[config.mk]
export PLATFORM = sky130hd
export DESIGN_NAME = mem_arbiter
export DESIGN_NICKNAME = d
export VERILOG_FILES = /design/src/rtl/mem_map_pkg.sv /design/src/rtl/addr_window_check.sv /design/src/rtl/mem_arbiter.sv
export SDC_FILE = /design/constraint.sdc
export NUM_CORES = 1
export LEC_CHECK = 0
export CAP_MARGIN = 25
export CORE_MARGIN = 2
export CORE_UTILIZATION = 40
export CTS_BUF_LIST = sky130_fd_sc_hd__clkbuf_8
export CTS_CLUSTER_SIZE = 24
export DETAILED_ROUTE_END_ITERATION = 8
export GPL_ROUTABILITY_DRIVEN = 0
export GPL_TIMING_DRIVEN = 0
export MAX_ROUTING_LAYER = met4
export PLACE_DENSITY_LB_ADDON = 0.12
export SLEW_MARGIN = 20
export SYNTH_ARGS = -nofsm -noshare
export SYNTH_HDL_FRONTEND = slang
export SYNTH_SLANG_ARGS = --single-unit
[constraint.sdc]
create_clock -name clk -period 2.2 [get_ports clk]
set_input_delay 0.55 -clock clk [delete_from_list [all_inputs] [get_ports clk]]
set_output_delay 0.55 -clock clk [all_outputs]
set_load 0.005 [all_outputs]
[src/rtl/mem_map_pkg.sv]
// rtl/mem_map_pkg.sv - address window constants and arbiter state encoding
package mem_map_pkg;

    localparam int          BLOCK_SIZE = 64;
    localparam logic [15:0] DATA_BASE  = 16'h0000;
    localparam logic [15:0] STACK_TOP  = 16'h0400;
    localparam logic [15:0] UART_BASE  = 16'h0800;
    // The stack grows down from STACK_TOP, so its lowest legal word sits one above TOP-BLOCK_SIZE
    localparam logic [15:0] STACK_BASE = STACK_TOP - 16'(BLOCK_SIZE) + 16'd1;

    typedef enum logic [1:0] {
        IDLE,
        CHECK,
        ACCESS,
        DONE
    } arb_state_t;

    function automatic logic in_block(input logic [15:0] addr, input logic [15:0] base);
        logic [15:0] off;
        off = addr - base;
        return (addr >= base) && (off < 16'(BLOCK_SIZE));
    endfunction

endpackage

[src/rtl/addr_window_check.sv]
// rtl/addr_window_check.sv - combinational legal-address decode over the data, stack and UART windows
module addr_window_check
    import mem_map_pkg::*;
(
    input  logic [15:0] addr,
    output logic        legal
);

    assign legal = in_block(addr, DATA_BASE)
                || in_block(addr, STACK_BASE)
                || in_block(addr, UART_BASE);

endmodule

[src/rtl/mem_arbiter.sv]
// rtl/mem_arbiter.sv - two-port round-robin memory arbiter with window check
// Optional ACCESS timeout enabled by defining MEM_ARB_TIMEOUT_EN.
module mem_arbiter
    import mem_map_pkg::*;
#(
    parameter int TIMEOUT_CYCLES = 16,
    parameter int DATA_W         = 32
) (
    input  logic              clk,
    input  logic              rst_n,
    input  logic              req0,
    input  logic              req1,
    input  logic              we0,
    input  logic              we1,
    input  logic [15:0]       addr0,
    input  logic [15:0]       addr1,
    input  logic [DATA_W-1:0] wdata0,
    input  logic [DATA_W-1:0] wdata1,
    output logic              ack0,
    output logic              ack1,
    output logic              err0,
    output logic              err1,
    output logic [DATA_W-1:0] rdata,
    output logic [15:0]       mem_addr,
    output logic              mem_we,
    output logic [DATA_W-1:0] mem_wdata,
    output logic              mem_valid,
    input  logic [DATA_W-1:0] mem_rdata,
    input  logic              mem_ready
);

    arb_state_t        state;
    logic              owner;
    logic              last_served;
    logic              err_q;
    logic [DATA_W-1:0] rdata_q;
    logic              addr_legal;
    logic              pick1;

`ifdef MEM_ARB_TIMEOUT_EN
    localparam int CNT_W = (TIMEOUT_CYCLES > 1) ? $clog2(TIMEOUT_CYCLES) : 1;
    logic [CNT_W-1:0] tmo_cnt;
`endif

    // Requester 1 wins when alone, or on a tie when requester 0 was served last
    assign pick1 = req1 && (!req0 || !last_served);

    addr_window_check u_win (
        .addr  (mem_addr),
        .legal (addr_legal)
    );

    always_ff @(posedge clk or negedge rst_n) begin
        if (!rst_n) begin
            state       <= IDLE;
            owner       <= 1'b0;
            last_served <= 1'b1;
            err_q       <= 1'b0;
            rdata_q     <= '0;
            ack0        <= 1'b0;
            ack1        <= 1'b0;
            err0        <= 1'b0;
            err1        <= 1'b0;
            rdata       <= '0;
            mem_addr    <= '0;
            mem_we      <= 1'b0;
            mem_wdata   <= '0;
            mem_valid   <= 1'b0;
`ifdef MEM_ARB_TIMEOUT_EN
            tmo_cnt     <= '0;
`endif
        end else begin
            ack0  <= 1'b0;
            ack1  <= 1'b0;
            err0  <= 1'b0;
            err1  <= 1'b0;
            rdata <= '0;
            case (state)
                IDLE: begin
                    if (req0 || req1) begin
                        owner     <= pick1;
                        mem_addr  <= pick1 ? addr1  : addr0;
                        mem_we    <= pick1 ? we1    : we0;
                        mem_wdata <= pick1 ? wdata1 : wdata0;
                        err_q     <= 1'b0;
                        state     <= CHECK;
                    end
                end
                CHECK: begin
                    if (addr_legal) begin
                        mem_valid <= 1'b1;
                        state     <= ACCESS;
`ifdef MEM_ARB_TIMEOUT_EN
                        tmo_cnt   <= '0;
`endif
                    end else begin
                        err_q <= 1'b1;
                        state <= DONE;
                    end
                end
                ACCESS: begin
                    if (mem_ready) begin
                        mem_valid <= 1'b0;
                        rdata_q   <= mem_rdata;
                        state     <= DONE;
                    end
`ifdef MEM_ARB_TIMEOUT_EN
                    else if (tmo_cnt == CNT_W'(TIMEOUT_CYCLES - 1)) begin
                        mem_valid <= 1'b0;
                        err_q     <= 1'b1;
                        state     <= DONE;
                    end else begin
                        tmo_cnt <= tmo_cnt + 1'b1;
                    end
`endif
                end
                DONE: begin
                    ack0        <= !owner;
                    ack1        <= owner;
                    err0        <= !owner && err_q;
                    err1        <= owner && err_q;
                    rdata       <= (err_q || mem_we) ? '0 : rdata_q;
                    last_served <= owner;
                    state       <= IDLE;
                end
                default: state <= IDLE;
            endcase
        end
    end

endmodule

=== Word-level counts from Yosys, hierarchy flattened ===
Index checks and enable logic that the tools add are counted.

* Logic and storage cells: 70
* Flip-flop bits (word level): 123
* Input port bits: 135

* Add/sub/neg operators: 2
* Mux-type cells: 19
* $lt $le $gt $ge: 6
* Equality and inequality tests: 7
* Reductions and logical operators: 22

{| class="wikitable"
|+ Operators with widths
! cell !! count
|-
| $mux W32 || 3
|-
| $lt A16 B7 Y1 const B || 3
|-
| $ge A16 B1 Y1 const B || 1
|-
| $ge A16 B10 Y1 const B || 1
|-
| $ge A16 B12 Y1 const B || 1
|-
| $mux W16 || 1
|-
| $sub A16 B10 Y16 const B || 1
|-
| $sub A16 B12 Y16 const B || 1
|-
| $mux W1 || 10
|-
| $ne A2 B2 Y1 const B || 4
|-
| $pmux W2 S4 || 1
|-
| $logic_and A1 B1 Y1 || 6
|-
| $reduce_and A2 Y1 || 3
|-
| $reduce_and A3 Y1 || 2
|-
| $logic_or A1 B1 Y1 || 5
|-
| $eq A2 B2 Y1 const B || 2
|-
| $mux W2 || 2
|-
| $pmux W1 S2 || 2
|-
| $reduce_bool A2 Y1 || 2
|-
| $logic_not A1 Y1 || 3
|-
| $eq A2 B1 Y1 const B || 1
|-
| $logic_not A2 Y1 || 1
|}

=== Logic depth before layout (Yosys ltp) ===
Gate-level depths: netlist (run 1).

* Depth after elaboration: 7
* Gate-level depth with buffers: 7
* Mapped depth without buffers: 7

=== Cells and area by module ===
A second synthesis (run 1) with hierarchy kept.

* Cell total of the unflattened synthesis: 467
* Area total of the unflattened synthesis: 5064.9 um2

{| class="wikitable"
|+ By module, submodules not included
! module !! cells each !! area each (um2) !! times used
|-
| mem_arbiter || 443 || 4882.2 || 1
|-
| addr_window_check || 24 || 182.7 || 1
|}

=== Least setup slack after synthesis (run 1) ===
OpenSTA, ideal clock, no wires.

* Kind: flip-flop to flip-flop
* From: register mem_addr[8]
* To: register state[0]
* Cell stages (with the launch flop): 6
* Path buffers: 0
* Path slack: 0.333 ns
* Arrival: 1.741 ns
* Period minus slack after synthesis: 1.867 ns
* Required time: 2.074 ns
* Cells stage by stage: dfrtp_1 or4_4 nor4_2 o2111ai_1 o31a_1 a2bb2oi_1

* Longest elaborated chain between the ends: 7

{| class="wikitable"
|+ Ends and longest elaborated chain
! element !! RTL line !! source
|-
| from (decl) || mem_arbiter.sv:24 || <nowiki>output logic [15:0] mem_addr,</nowiki>
|-
| from (signal assigned) || mem_arbiter.sv:82 || <nowiki>mem_addr <= pick1 ? addr1 : addr0;</nowiki>
|-
| $sub A16 B10 Y16 || mem_map_pkg.sv:20 || <nowiki>off = addr - base;</nowiki>
|-
| $lt A16 B7 Y1 || mem_map_pkg.sv:21 || <nowiki>return (addr >= base) && (off < 16'(BLOCK_SIZE));</nowiki>
|-
| $logic_and A1 B1 Y1 || mem_map_pkg.sv:21 ||
|-
| $logic_or A1 B1 Y1 || addr_window_check.sv:10 || <nowiki>|| in_block(addr, STACK_BASE)</nowiki>
|-
| $logic_or A1 B1 Y1 (*) || addr_window_check.sv:11 || <nowiki>|| in_block(addr, UART_BASE);</nowiki>
|-
| $mux W1 (*) || mem_arbiter.sv:90 || <nowiki>if (addr_legal) begin</nowiki>
|-
| $pmux W2 S4 (*) || mem_arbiter.sv:78 || <nowiki>case (state)</nowiki>
|-
| to (signal assigned) || mem_arbiter.sv:86 || <nowiki>state <= CHECK;</nowiki>
|-
| to (signal assigned) || mem_arbiter.sv:92 || <nowiki>state <= ACCESS;</nowiki>
|-
| to (signal assigned) || mem_arbiter.sv:98 || <nowiki>state <= DONE;</nowiki>
|-
| to (decl) || mem_arbiter.sv:32 || <nowiki>arb_state_t state;</nowiki>
|}

Every way passes the cells marked *; elsewhere a longest branch is shown, timed or not.
A chain may end at the register's enable or synchronous reset.

=== Worst setup path in the final report (run 1) ===
Ends and elaborated chain as after synthesis.

==> summary.md, run 1 <==
| Metric | Value |
|---|---|
| Outcome | `finished, final reports clean` |
| Post-Syn Nets | `557` |
| Wire per inst | `15.48 um` |
| Reg2reg setup slack | `0.21 ns` |
| Cts hold-fix bufs | `0` |
| Starting Density | `40.64%` |
| Total global routing overflow | `0` |
| Die area | `0.01364 mm2` |
| Reg-to-reg critical path endpoint | `state[0]` |
| Post-synthesis sequential area ratio | `60.53%` |
| Syn_area_per_cell | `12.26 um2` |
| Antenna cells | `0` |
| Clock Path Buffers | `2` |
| Area leader, netlist | `dfrtp_1` |
| Worst reg2reg path depth | `5` |
| Yosys top cell area share | `60.01%` |
| Highest clock rate | `0.5026 GHz` |
| Die height | `116.8 um` |
| Final setup violation count | `0` |
| Warnings, synthesis | `0` |
| Die span in x | `116.8 um` |
| Worst Tran Pin Value | `0.6635 ns` |
| Cell Pwr Density | `1150 mW/mm2` |
| Max-slew headroom | `55.67%` |
| Clk slew on worst S/H paths | `0.07 ns` |
| CTS buffer count | `17` |
| Tot GR Track Use | `20.09%` |
| Worst-Skew Late Latency | `0.44 ns` |
| Library cell with the highest instance count after synthesis | `dfrtp_1` |
| First-pass GRT wire length | `19,910 um` |
| FF+latch count, synth | `123` |
| Register share of total power | `39.9%` |
| Post-synthesis cell count | `415` |
| I/O pins | `221` |
| Worst R2R Start | `mem_addr[8]` |
| Net switching power | `2.793 mW` |
| Slew Viols, Final | `0` |
| # DRC | `0` |
| Synth area leaders | `dfrtp_1, mux2i_1, mux2_2` |
| CP startpoint | `mem_addr[8]` |
| Hold Path Class | `in2async` |
| Distinct cells, synth | `38` |
| RSZ-0062 raised after global routing | `no` |
| Combinational power share | `37.6%` |
| CP Max Fanout | `4` |
| Htree depth | `4` |
| EDFF count, synth | `0` |
| Critical setup path kind | `reg2reg` |
| Drt total wl | `13,010 um` |
| Min cycle time layout | `1.990 ns` |
| Root buffer cell | `clkbuf_8` |
| First-pass DRT Iterations | `4` |
| Post-synth top flop | `dfrtp_1` |
| TritonCTS Sinks | `123` |
| PortBufs | `220` |
| Cell area after synthesis | `0.005087 mm2` |
| Total core area | `0.01252 mm2` |
| Largest net degree at the start of global routing | `67` |
| Fin util | `63.52%` |
| Synth async-reset ratio | `100.0%` |
| Leak | `3.537 nW` |
| DR vias | `3,914` |
| Setup TNS | `0 ns` |
| Layout area overhead | `56.30%` |
| Switching Share | `30.53%` |
| CTS tree | `built` |
| Critical path required time | `2.52 ns` |
| Share of cells above drive strength 1 | `11.68%` |
| Internal Power | `6.355 mW` |
| Std cell rows | `41` |
| Post-synth top cells | `dfrtp_1, o21ai_0, nand2_1` |
| DRC violation total after the first TritonRoute iteration | `134` |
| Antenna violations before repair | `0` |
| Final ANT Viol Nets | `0` |
| Clk_skew | `0.008379 ns` |
| HPWL Detailed | `10,030 um` |
| Crit. End Element | `register` |
| Final Cycle Share | `90.45%` |
| Worst setup SP type | `register` |
| Hold Vio Cnt, Final | `0` |
| Final nets | `797` |
| Number of global-route vias before repair | `4,025` |
| Via/cell ratio | `4.660` |
| Critical Path AT | `2.31 ns` |
| Highest ir drop seen on vdd | `0.5353 mV` |
| Clk network pwr share | `22.5%` |
| Max-cap viol count | `0` |
## cell type report
cell class                      count  area [um2]
Buffer                             22       90.09
Clock buffer                       19       261.5
Clock inverter                     13       151.4
Fill cell                        1072        4566
Inverter                            6       22.52
Multi-Input combinational cell    264        1901
Sequential cell                   123        3079
Tap cell                          172       215.2
Timing Repair Buffer              221        2231
## sequential cells by signal (all words and copies together) (netlist names)
signal and flops:
state 2, mem_wdata 32, owner 1, err_q 1, rdata_q 32, mem_addr 16
ack1 1, last_served 1, ack0 1, err1 1, err0 1, mem_we 1
rdata 32, mem_valid 1
## power groups by stage
stage,registers (mW),logic (mW),clock network [mW]
floorplan,3.66,1.58,0
global placement,3.65,3.40,0
detailed placement,3.70,3.49,0
CTS,3.66,3.51,2.09
finish,3.65,3.44,2.05
global route,3.78,3.82,2.20
## per-layer routing
layer,GRT usage (%),part of all wire [%],up-vias
met5,-,0,-
met4,7.137,1.6,0
met3,7.209,8.1,18
met2,33.37,51,128
met1,22.47,39,1867
li1,-,-,1901
## critical path: stages, from the launching register on
cell       delay, ns
dfrtp_1         0.40
or4_4           0.56
nor4_2          0.26
o2111ai_1       0.19
o31a_1          0.31
a2bb2oi_1       0.16
## what timing repair did
action / 4_1_cts / 5_1_grt
setup buffers: 0 / 0
endpoints found under the setup margin: 10 / 10
gates resized for setup: 1 / 2
## metrics by stage
step	power (mW)	setup slack [ns]	instance area (um2)	std cells	hold slack (ns)
after detailed placement	7.197	-0.5168	7533	808	0.4604
after floorplan	5.248	0.3332	5087	415	0.2544
after global routing	9.792	0.05619	7951	840	0.1052
after global placement	7.048	-4.157	7505	807	0.4526
final	9.148	0.2102	7951	840	0.07583
after CTS	9.263	0.09260	7950	840	0.08686
## layout by cell type, fill, tap and decap left out, types with 2 or more instances in the layout
cell type and n:
o21ai_0 54, clkbuf_8 19, buf_1 3, a2bb2oi_1 2
mux2_2 33, nand2_1 52, clkdlybuf4s50_1 219, clkbuf_1 13
a21boi_0 2, clkinv_2 4, nor2_1 3, buf_2 5
mux2i_1 50, bufinv_16 3, inv_1 8, ha_1 7
clkinv_4 3, or4_4 2, and2_1 34, nor2b_1 3
nand2b_1 2, dfrtp_1 122
## logic make-up after synthesis
family          Yosys count  synth area share [%]
compound gates           69                 7.673
xor+xnor                  1                0.1722
fa+ha+maj                 7                 1.722
buf+inv                  28                 2.189
flops                   123                 60.53
mux                      83                 17.14
simple gates            104                 10.58
## how the worst max path moves through the flow
stage | slack, ns | to | cells after the start
global placement | -4.16 | rdata_q[25] | 1
floorplan | 0.33 | state[0] | 5
CTS | 0.09 | mem_addr[5] | 7
detailed placement | -0.52 | mem_addr[6] | 6
global route | 0.06 | rdata[8] | 4
finish | 0.21 | state[0] | 5
(Power assumes the default switching activity.)
==> run 2, diff against run 1 <==
Settings changed: SKIP_CTS_REPAIR_TIMING set to 1, TNS_END_PERCENT set to 30.
==> results of run 2 <==
Final layout, timing and power as in run 1 (identical DEF).
Among the figures that moved: wire length of the first global-routing pass 19910 um -> 19900 um; via count of the first global-routing pass 4025 -> 4019; overall routing resource usage 20.09% -> 20.08%; met2 usage 33.37% -> 33.49%; met3 usage 7.209% -> 7.106%
